--- src/rtl/btn_pkg.sv ---
// Shared definitions for the push-button conditioner: one-hot FSM state
// encodings and the bit position of each physical button on the 5-bit buses.
package btn_pkg;

    // One-hot debounce FSM states; a corrupted (non one-hot) value is steered
    // back to ST_IDLE by the FSM's default branch.
    typedef enum logic [4:0] {
        ST_IDLE = 5'b00001,
        ST_WQ   = 5'b00010,
        ST_SCEN = 5'b00100,
        ST_HELD = 5'b01000,
        ST_WR   = 5'b10000
    } btn_state_e;

    // Number of button channels and their bit indices on Btn_* buses.
    localparam int unsigned N_BTN = 5;
    localparam int unsigned BTN_L = 4;
    localparam int unsigned BTN_R = 3;
    localparam int unsigned BTN_U = 2;
    localparam int unsigned BTN_D = 1;
    localparam int unsigned BTN_C = 0;

    // Debounced level is high whenever the button is considered pressed,
    // including while the release is still being qualified.
    function automatic logic state_is_pressed(input btn_state_e st);
        logic pressed;
        case (st)
            ST_SCEN: pressed = 1'b1;
            ST_HELD: pressed = 1'b1;
            ST_WR:   pressed = 1'b1;
            default: pressed = 1'b0;
        endcase
        return pressed;
    endfunction

endpackage : btn_pkg

--- src/rtl/btn_debounce_ch.sv ---
// One push-button channel: 2-flop synchronizer, stability counter and a
// 5-state debounce FSM producing a debounced level and a one-cycle press pulse.
module btn_debounce_ch
    import btn_pkg::*;
#(
    parameter int unsigned N_DC = 20
) (
    input  logic Clk,
    input  logic Reset,
    input  logic btn_raw_i,
    output logic btn_dpb_o,
    output logic btn_scen_o
);

    localparam logic [N_DC-1:0] CNT_MAX  = {N_DC{1'b1}};
    localparam logic [N_DC-1:0] CNT_ZERO = {N_DC{1'b0}};
    localparam logic [N_DC-1:0] CNT_ONE  = {{(N_DC-1){1'b0}}, 1'b1};

    logic            sync1_q;
    logic            sync2_q;
    btn_state_e      state_q;
    btn_state_e      state_d;
    logic [N_DC-1:0] cnt_q;
    logic [N_DC-1:0] cnt_d;
    logic            dpb_q;
    logic            scen_q;

    // Bring the asynchronous button into the clock domain.
    always_ff @(posedge Clk) begin
        if (!Reset) begin
            sync1_q <= 1'b0;
            sync2_q <= 1'b0;
        end else begin
            sync1_q <= btn_raw_i;
            sync2_q <= sync1_q;
        end
    end

    // State, counter and registered Moore outputs (decoded from next state so
    // they line up with the state register).
    always_ff @(posedge Clk) begin
        if (!Reset) begin
            state_q <= ST_IDLE;
            cnt_q   <= CNT_ZERO;
            dpb_q   <= 1'b0;
            scen_q  <= 1'b0;
        end else begin
            state_q <= state_d;
            cnt_q   <= cnt_d;
            dpb_q   <= state_is_pressed(state_d);
            scen_q  <= (state_d == ST_SCEN);
        end
    end

    // Next-state and counter logic; the counter saturates at all-ones because
    // reaching it always leaves the counting state.
    always_comb begin
        state_d = state_q;
        cnt_d   = cnt_q;
        case (state_q)
            ST_IDLE: begin
                if (sync2_q) begin
                    state_d = ST_WQ;
                    cnt_d   = CNT_ZERO;
                end else begin
                    state_d = ST_IDLE;
                end
            end
            ST_WQ: begin
                if (!sync2_q) begin
                    state_d = ST_IDLE;
                end else if (cnt_q == CNT_MAX) begin
                    state_d = ST_SCEN;
                end else begin
                    cnt_d = cnt_q + CNT_ONE;
                end
            end
            ST_SCEN: begin
                state_d = ST_HELD;
            end
            ST_HELD: begin
                if (!sync2_q) begin
                    state_d = ST_WR;
                    cnt_d   = CNT_ZERO;
                end else begin
                    state_d = ST_HELD;
                end
            end
            ST_WR: begin
                if (sync2_q) begin
                    state_d = ST_HELD;
                end else if (cnt_q == CNT_MAX) begin
                    state_d = ST_IDLE;
                end else begin
                    cnt_d = cnt_q + CNT_ONE;
                end
            end
            default: begin
                state_d = ST_IDLE;
                cnt_d   = CNT_ZERO;
            end
        endcase
    end

    assign btn_dpb_o  = dpb_q;
    assign btn_scen_o = scen_q;

endmodule : btn_debounce_ch

--- src/rtl/button_conditioner.sv ---
// Five independent debounced push-button channels plus an any-press pulse.
module button_conditioner
    import btn_pkg::*;
#(
    parameter int unsigned N_DC = 20
) (
    input  logic             Clk,
    input  logic             Reset,
    input  logic [N_BTN-1:0] Btn_raw,
    output logic [N_BTN-1:0] Btn_dpb,
    output logic [N_BTN-1:0] Btn_scen,
    output logic             Any_scen
);

    for (genvar i = 0; i < N_BTN; i++) begin : g_ch
        btn_debounce_ch #(
            .N_DC (N_DC)
        ) u_ch (
            .Clk        (Clk),
            .Reset      (Reset),
            .btn_raw_i  (Btn_raw[i]),
            .btn_dpb_o  (Btn_dpb[i]),
            .btn_scen_o (Btn_scen[i])
        );
    end

    assign Any_scen = |Btn_scen;

endmodule : button_conditioner

--- config.mk ---
export PLATFORM = sky130hd
export DESIGN_NAME = button_conditioner
export DESIGN_NICKNAME = d
export VERILOG_FILES = /design/src/rtl/btn_pkg.sv /design/src/rtl/btn_debounce_ch.sv /design/src/rtl/button_conditioner.sv
export SDC_FILE = /design/constraint.sdc
export NUM_CORES = 1
export LEC_CHECK = 0
export CAP_MARGIN = 20
export CORE_UTILIZATION = 45
export CTS_CLUSTER_DIAMETER = 30
export DETAILED_ROUTE_END_ITERATION = 10
export HOLD_SLACK_MARGIN = 0.15
export PLACE_DENSITY = 0.69
export SLEW_MARGIN = 20
export SYNTH_ARGS = -nofsm -noshare
export SYNTH_HDL_FRONTEND = slang
export SYNTH_SLANG_ARGS = --single-unit
export TNS_END_PERCENT = 5
--- constraint.sdc ---
create_clock -name Clk -period 2.1 [get_ports Clk]
set_clock_uncertainty 0.2 [all_clocks]
set_input_delay 0.315 -clock Clk [delete_from_list [all_inputs] [get_ports Clk]]
set_output_delay 0.315 -clock Clk [all_outputs]
set_load 0.1 [all_outputs]
==> results by stage, run 1 <==
Global routing:
- For this run the aggregate overflow at the end of global routing stands at 0.
- The global-route wire length before repair is 27500 um.
- For this run, the total global-route usage over all layers was measured as between 20 and 25%.
- Entering global routing, the biggest net connects 32 pins.
- The number of global-route vias before repair is 6078.
- The initial antenna violation count is 0.

Synthesis:
- In this run the cell area of the synthesized design comes to 0.00737 sq mm.
- After synthesis, the share of cell area in mux cells is 0.425%.
- Synthesis produced a netlist with a net count of 897.
- The netlist uses between 60 and 70 different library cells.
- The number of storage elements in the synthesis netlist is 145.
- The synthesized design contains 0 enable-type register cells.
- For this run, the number of Yosys warnings is 0.
- By area, the combinational part of the netlist is dominated by simple AND/OR/NAND/NOR gates.
- In the synthesized netlist the dominant register cell turns out to be dfxtp_1.
- Summing the areas of all compound-gate instances in the mapped netlist gives between 8 and 9% of the synthesized area.
- The synthesized netlist devotes 10.9% of its cell area to XOR and XNOR gates.
- The sequential area share after synthesis is 39.4%.
- The synthesized-area fraction occupied by adder cells is 0.849%.
- The mean instance size in the synthesized netlist is around 8.3 sq um.
- The gate count after technology mapping is 885.
- The simple-gate share of the synthesized area is 34.7%.
- Counting flops with an async set or reset pin after synthesis yields a share of 0%.

Floorplan:
- The number of ports placed on the die boundary is 18.
- The core region is roughly 0.016 sq mm.
- The initialized floorplan defines between 40 and 50 standard-cell rows.
- The die covers between 0.015 and 0.02 sq mm.
- The starting utilization of the core area is around 46%.
- The height of the chip is between 100 and 150 um.
- The chip width is 130 um.

Critical path:
- The most critical setup path has its startpoint at g_ch[2].u_ch.state_q[3]$_SDFF_PN0_.
- The worst reg2reg path startpoint is g_ch[2].u_ch.state_q[3]$_SDFF_PN0_.
- The worst setup path is captured at a flip-flop.
- The kind of launch point of the worst setup path is a flip-flop.
- In this design, the stage delay of the slowest critical-path cell is about 520 ps.
- The data required time at the worst endpoint is 2250 ps.
- The worst register-to-register path has a depth of 7.
- The critical path start-end classification is flip-flop to flip-flop.
- The critical path arrival is 2300 ps.
- The critical path goes through buf_4, nand4bb_1, a311oi_4, nor2_2, nand2_2, or4_1, a21oi_1.
- The highest net fanout along the worst path is 8.
- The library cell contributing the largest single delay on the critical path is or4_1.

Detailed routing:
- The total via count after detailed routing is 6496.
- The met3 wire length is between 600 and 700 um.
- In the final routing, the length of wire on met1 measures 7680 um.
- In the routed design, unresolved DRC markers number 0.
- After detailed routing, the number of vias per cell comes to about 5.3.
- Wire segments on met2 add up to ~7600 um in the final route.
- For this block, the initial DRC count from the detailed router was 520.
- In this run the remaining antenna-violating nets after routing total 0.
- The top metal layer carrying routed signals is met4.
- The number of search-and-repair iterations in the first detailed-routing pass is 5.
- In the final routed layout, each cell accounts on average for roughly 13 um.
- The sum of routed wire length over all layers is 16300 um.

Worst hold path:
- In this run the most critical hold path is launched from g_ch[1].u_ch.sync1_q$_SDFF_PN0_.
- Along the worst hold path, the cell count comes to 1.
- In this run the worst hold path is classified as flip-flop to flip-flop.

Layout:
- The share of layout cells above drive strength 1 is 24.0%.
- Leaving out fill and tap cells, the most frequent cells in the layout are nor2_1, dfxtp_1, buf_4, nand3_1, xor2_1.
- From synthesis to final layout, the design area changed by 26.5%.
- The antenna diode count is 0.
- The total non-filler cell area in the finished layout is 0.00932 sq mm.
- Excluding fillers, the count of instances in the completed layout stands at 1215.
- The number of nets in the final layout is 999.
- The library cell used most frequently in the layout, excluding fill and tap cells, is nor2_1.

STA:
- Setup repair after global routing could not meet its margin everywhere.
- The least setup slack across all paths after layout is -42.7 ps.
- The final setup violation count is 7.
- Hold timing on the final database bottoms out at a slack of 231 ps.
- The worst pin sits at a relative slew slack of 69.8%.
- The highest clock frequency the design can meet is 0.467 GHz.
- The final number of max-transition violations is 0.
- The post-route clock period utilization is 102%.
- The final hold violation count is 0.
- The smallest clock period supported by the final layout is computed as 2140 ps.
- The measured slew at the worst slew-check pin is 447 ps.

Clock network:
- In this run the number of H-tree levels came out at 4.
- TritonCTS built the clock tree.
- The source-to-sink clock delay at the later pin of the worst-skew pair is 430 ps.
- The clock passes through at most 2 buffers.
- The number of clock sinks is roughly 150.
- The tree is rooted in a clkbuf_16.
- The number of hold buffers added after CTS was 0.
- The number of CTS-inserted buffers is 17.
- The register clock-pin slew on the reported worst setup and hold paths is 60 ps.

Place:
- In this run the cell area measured after placement is 0.00839 sq mm.
- Routability-driven placement finished with a final weighted congestion of between 0.8 and 0.9.
- The count of buffers inserted at the top-level ports is 17.
- After detailed placement, the design holds a cell count of 1176.
- The post-detailed-placement half-perimeter wirelength is 10800 um.

Run:
- Max-cap violations in this run came to 0.

Outcome:
- The flow ran to the end, but the final reports show violations.
- The final reports fail on negative setup slack.

Power and ir drop:
- Power comes to around 6.4 mW.
- The largest vdd supply drop is 573 uV.
- For this design the static power due to leakage is ~3.3 nW.
- The power per cell area is 690 mW/mm^2.
==> cell usage after synthesis, types with 3 or more instances <==
cell type,instances,area share [%]
nand4b_1,4,0.48
or3_1,17,1.4
nor3_1,39,2.6
nand3b_1,6,0.61
nand2_1,49,2.5
nand2b_1,12,1.0
and3_1,20,1.7
a21oi_1,36,2.4
buf_4,12,1.2
o31ai_1,3,0.31
inv_1,12,0.61
o21ai_0,27,1.8
dfxtp_1,145,39
buf_1,3,0.15
nor2b_1,16,1.4
clkbuf_1,13,0.66
o211ai_1,5,0.51
buf_2,23,1.6
or4_1,4,0.41
xnor2_1,44,5.2
and4_1,11,1.3
o31a_1,3,0.36
ha_1,5,0.85
buf_6,3,0.46
nor4_1,21,1.8
and2_1,16,1.4
nand3_1,49,3.3
xor2_1,48,5.7
nor3b_1,4,0.41
nor4bb_1,7,0.95
nand4_1,46,3.9
o31ai_2,3,0.51
nor2_1,134,6.8
==> cell type report <==
cell class | instances | area [sq um]
clock buffer | 21 | 450
multi-input combinational | 673 | 4330
tap | 216 | 270
clock inverter | 10 | 160
sequential | 145 | 2930
timing repair buffer | 138 | 1130
inverter | 12 | 45.0
fill | 1409 | 6620
==> final timing paths <==
| kind | end | slack [ps] |
|---|---|---|
| max | g_ch[2].u_ch.cnt_q[19]$_SDFFE_PN0P_ | -40 |
| max reg2reg | g_ch[2].u_ch.cnt_q[19]$_SDFFE_PN0P_ | -40 |
| min | g_ch[1].u_ch.sync2_q$_SDFF_PN0_ | 230 |
| min reg2reg | g_ch[1].u_ch.sync2_q$_SDFF_PN0_ | 230 |
==> registers in the layout (all words and copies together) (netlist names) <==
signal	count
g_ch.u_ch.sync1_q	5
g_ch.u_ch.btn_scen_o	5
g_ch.u_ch.btn_dpb_o	5
g_ch.u_ch.sync2_q	5
g_ch.u_ch.state_q	25
g_ch.u_ch.cnt_q	100
==> metal layers <==
layer  vias up  track usage [%]
met1      3005             26.5
met5         -                0
met2       137             32.7
met3        27             4.80
li1       3327                -
met4         0             7.73
==> logic make-up after synthesis <==
| kind of cell | after synthesis |
|---|---|
| multiplexers | 3 |
| buffers and inverters | 67 |
| AND/OR/NAND/NOR | 474 |
| XOR/XNOR | 92 |
| AO/OA/AOI/OAI | 99 |
| adder cells (fa/ha/maj) | 5 |
| flip-flops | 145 |
==> through the flow <==
| step | setup WS (ps) | TNS [ps] | util, % |
|---|---|---|---|
| after global placement | -24.5 | -41.4 | 52.6 |
| final | -42.7 | -106 | 58.5 |
| after CTS | -21.1 | -22.9 | 56.8 |
| after global routing | -156 | -3270 | 58.5 |
| after detailed placement | -43.3 | -408 | 52.6 |
| after floorplan | -49.7 | -328 | - |
==> what timing repair did <==
item,4_1_cts,5_1_grt
cloned,0,2
resized for setup,17,56
pin swaps,2,13
setup buffers,0,6
setup endpoints to repair,64,106
==> where the power goes <==
group / internal, mW / switching [mW]
logic: 0.188 / 0.267
clock network: 2.01 / 1.16
registers: 2.78 / 0.0297
==> worst max-delay path: cells and delay by family (launching register included) <==
kind / cells / cell delay [ps]
AND/OR/NAND/NOR: 4 / 1060
flip-flops: 1 / 350
AO/OA/AOI/OAI: 2 / 290
buffers and inverters: 1 / 160
(Power assumes the default switching activity.)
==> run 2: changes to the inputs <==
--- a/config.mk
+++ b/config.mk
@@ -11,6 +11,7 @@
 export DETAILED_ROUTE_END_ITERATION = 10
 export HOLD_SLACK_MARGIN = 0.15
 export PLACE_DENSITY = 0.69
+export SKIP_CTS_REPAIR_TIMING = 1
 export SLEW_MARGIN = 20
 export SYNTH_ARGS = -nofsm -noshare
 export SYNTH_HDL_FRONTEND = slang
==> results by stage, run 2 (synthesis results as in run 1) <==
Layout:
- The number of antenna diodes in the final layout is 0.
- Compared with the post-synthesis result, the final layout area differs by 28.4%.
- In the layout the commonest cells are nor2_1, buf_4, dfxtp_1, xor2_1.
- The largest registers in the layout are g_ch.u_ch.cnt_q (100), g_ch.u_ch.state_q (25).
- The finished cells cover 0.00946 sq mm.
- Once layout is complete, the utilization of the core stands at 59.4%.
- The most common cell after layout, fill and taps aside is nor2_1.
- Counting flops per register, the top entry is g_ch.u_ch.cnt_q.
- The number of flip-flops in the largest register is 100.
- The share of layout cells above drive strength 1 is approximately a quarter.
- The net count of the finished layout is 1003.

Floorplan:
- The floorplan step defined a die boundary enclosing approximately 0.017 sq mm.
- Measured along the x axis, the die boundary spans 130 um.
- The number of ports placed on the die boundary is 18.
- In this run the vertical extent of the chip is 130 um.
- Once the floorplan was initialized, standard cells occupied between 40% and 50% of the core.
- In this run the standard cell core region covers 0.0159 sq mm.
- The floorplan has 46 rows.

STA:
- The final hold violation count came to 0.
- The highest clock frequency the design can meet is ~0.47 GHz.
- The routed design could run at a clock period as short as 2120 ps.
- Setup repair after global routing could not meet its margin everywhere.
- The post-route clock period utilization is 101%.
- The tightest slew margin relative to the limit is 61.9%.
- The measured slew at the worst slew-check pin is 564 ps.
- Setup violations remaining at the end of the flow were counted as 6.
- The final number of max-transition violations came to 0.
- The least setup slack across all paths after layout is -24.2 ps.

Detailed routing:
- The mean routed wirelength per cell is 13.6 um.
- The number of search-and-repair iterations in the first detailed-routing pass is 4.
- In the routed design, unresolved DRC markers number 0.
- The detail route stage leaves a number of antenna-violating nets equal to 0.
- Across all layers, the routed design uses 6537 vias.
- For this block, the initial DRC count from the detailed router was roughly 450.
- The ratio of routed vias to standard cells is about 5.4.
- The sum of routed wire length over all layers is 16600 um.

Power and ir drop:
- The switching component of the power is around 1.5 mW.
- The leakage power of the design is 3.38 nW.
- The sequential share of power is 43.4%.
- The net switching share of the total power is 22.7%.
- The power share of the combinational group is between 7 and 8%.
- The internal portion of total power is 4.99 mW.
- The power per cell area is 683 mW/mm^2.
- Per report_power, the clock group accounts for between 40% and 50% of the total.
- The largest vdd supply drop is 575 uV.

Clock network:
- Counting along the longest clock path gives a buffer depth of 2.
- TritonCTS built the clock tree.
- The CTS H-tree depth is 4.
- The source-to-sink clock delay at the later pin of the worst-skew pair is around 430 ps.
- In this run, CTS created clock tree buffers numbering 17.
- The root buffer selected by CTS is clkbuf_16.
- The register clock-pin slew on the reported worst setup and hold paths is 60 ps.
- The clock net in this run drives a total of 145 sinks.

Critical path:
- The worst register-to-register path has a setup slack of -20 ps.
- The number of cells on the worst reg-to-reg path is 8.
- The worst setup path is launched from a flip-flop.
- The sum of buffers and inverters on the critical path is 2.
- The signal on the critical path passes through buf_6, or3_4, nor4_4, nand2_2, buf_2, nand4_1, xor2_1, nor2_1.
- Counting buffers and inverters, the worst setup path is 8 cells deep.
- For the worst setup path, the data required time is 2220 ps.
- The critical path start-end classification is flip-flop to flip-flop.
- The critical path arrival is between 2000 and 2500 ps.
- The capturing point of the worst reg2reg path is g_ch[2].u_ch.cnt_q[9]$_SDFFE_PN0P_.
- The worst reg2reg path startpoint is g_ch[2].u_ch.state_q[2]$_SDFF_PN0_.
- The slowest stage of the critical path belongs to the cell or3_4.
- The worst setup path is captured at a flip-flop.
- The biggest cell delay along the critical path is 400 ps.
- Of all nets on the critical path, the largest fanout is 4.
- The category of cells accounting for the largest share of critical-path delay is simple AND/OR/NAND/NOR gates.

Outcome:
- The checks that failed: negative setup slack.
- The run finished, with violations left.

Place:
- At the end of routability-driven placement, the weighted congestion stood at 0.868.
- The placed cell area is 0.00839 sq mm.
- The count of buffers inserted at the top-level ports is 17.
- The post-detailed-placement half-perimeter wirelength is 10800 um.

Global routing:
- The initial antenna violation count is 0.
- The total global routing overflow is 0.
- The largest net degree at the start of global routing is 32.
- The number of global-route vias before repair is 6081.
- The global-route wire length before repair is between 20000 and 30000 um.
- The total global routing track utilization is 20.3%.

Run:
- The number of max-cap violations is 0.

Worst hold path:
- The worst min-delay path endpoint is g_ch[1].u_ch.sync2_q$_SDFF_PN0_.
- The worst hold path belongs to the class flip-flop to flip-flop.
- The instance count along the most critical hold path is 1.
- In this run the most critical hold path is launched from g_ch[1].u_ch.sync1_q$_SDFF_PN0_.
run 2: area by class of cell:
class,instances,area (sq um)
fill,1396,6480
multi-input combinational,673,4400
sequential,145,2950
timing repair buffer,142,1180
clock buffer,21,450
tap,216,270
clock inverter,10,160
inverter,12,45.0
run 2: how the worst max path moves through the flow:
stage                     slack, ps                          startpoint                                   to
after floorplan                 -50  g_ch[2].u_ch.state_q[4]$_SDFF_PN0_   g_ch[2].u_ch.cnt_q[2]$_SDFFE_PN0P_
after detailed placement        -40  g_ch[3].u_ch.state_q[1]$_SDFF_PN0_  g_ch[3].u_ch.cnt_q[11]$_SDFFE_PN0P_
final                           -20  g_ch[2].u_ch.state_q[2]$_SDFF_PN0_   g_ch[2].u_ch.cnt_q[9]$_SDFFE_PN0P_
after CTS                       -80  g_ch[3].u_ch.state_q[2]$_SDFF_PN0_  g_ch[3].u_ch.cnt_q[14]$_SDFFE_PN0P_
after global placement          -20  g_ch[3].u_ch.state_q[2]$_SDFF_PN0_  g_ch[3].u_ch.cnt_q[13]$_SDFFE_PN0P_
after global routing           -120  g_ch[2].u_ch.state_q[2]$_SDFF_PN0_   g_ch[2].u_ch.cnt_q[7]$_SDFFE_PN0P_
run 2: power by group through the flow:
stage	logic (mW)	clock network [mW]	registers, mW
after global routing	0.529	3.35	2.81
after floorplan	0.284	0	2.86
final	0.487	3.17	2.81
after CTS	0.434	3.21	2.81
after global placement	0.427	0	2.87
after detailed placement	0.431	0	2.87
run 2: worst register-to-register path, cell delays in order (launching register included):
cell and delay (ps):
dfxtp_2 340, buf_6 120, or3_4 400, nor4_4 320, nand2_2 130, buf_2 180, nand4_1 110, xor2_1 150
nor2_1 50
run 2: per-stage QoR:
step | cells | hold slack [ps] | setup slack [ps] | total power [mW] | TNS (ps)
after floorplan | 885 | 212 | -49.7 | 3.14 | -328
after global placement | 1176 | 215 | -24.5 | 3.30 | -41.4
after detailed placement | 1176 | 219 | -43.3 | 3.30 | -408
after CTS | 1207 | 233 | -81.0 | 6.46 | -1720
after global routing | 1219 | 247 | -120 | 6.69 | -2840
final | 1219 | 229 | -24.2 | 6.46 | -64.7
run 2: layer usage:
| layer | global-route usage (%) | routed length [um] | part of all wire, % |
|---|---|---|---|
| met1 | 26.4 | 7830 | 47 |
| met2 | 32.6 | 7880 | 47 |
| met3 | 4.76 | 599 | 3.6 |
| met4 | 7.87 | 314 | 1.9 |
| met5 | 0 | 0 | 0 |
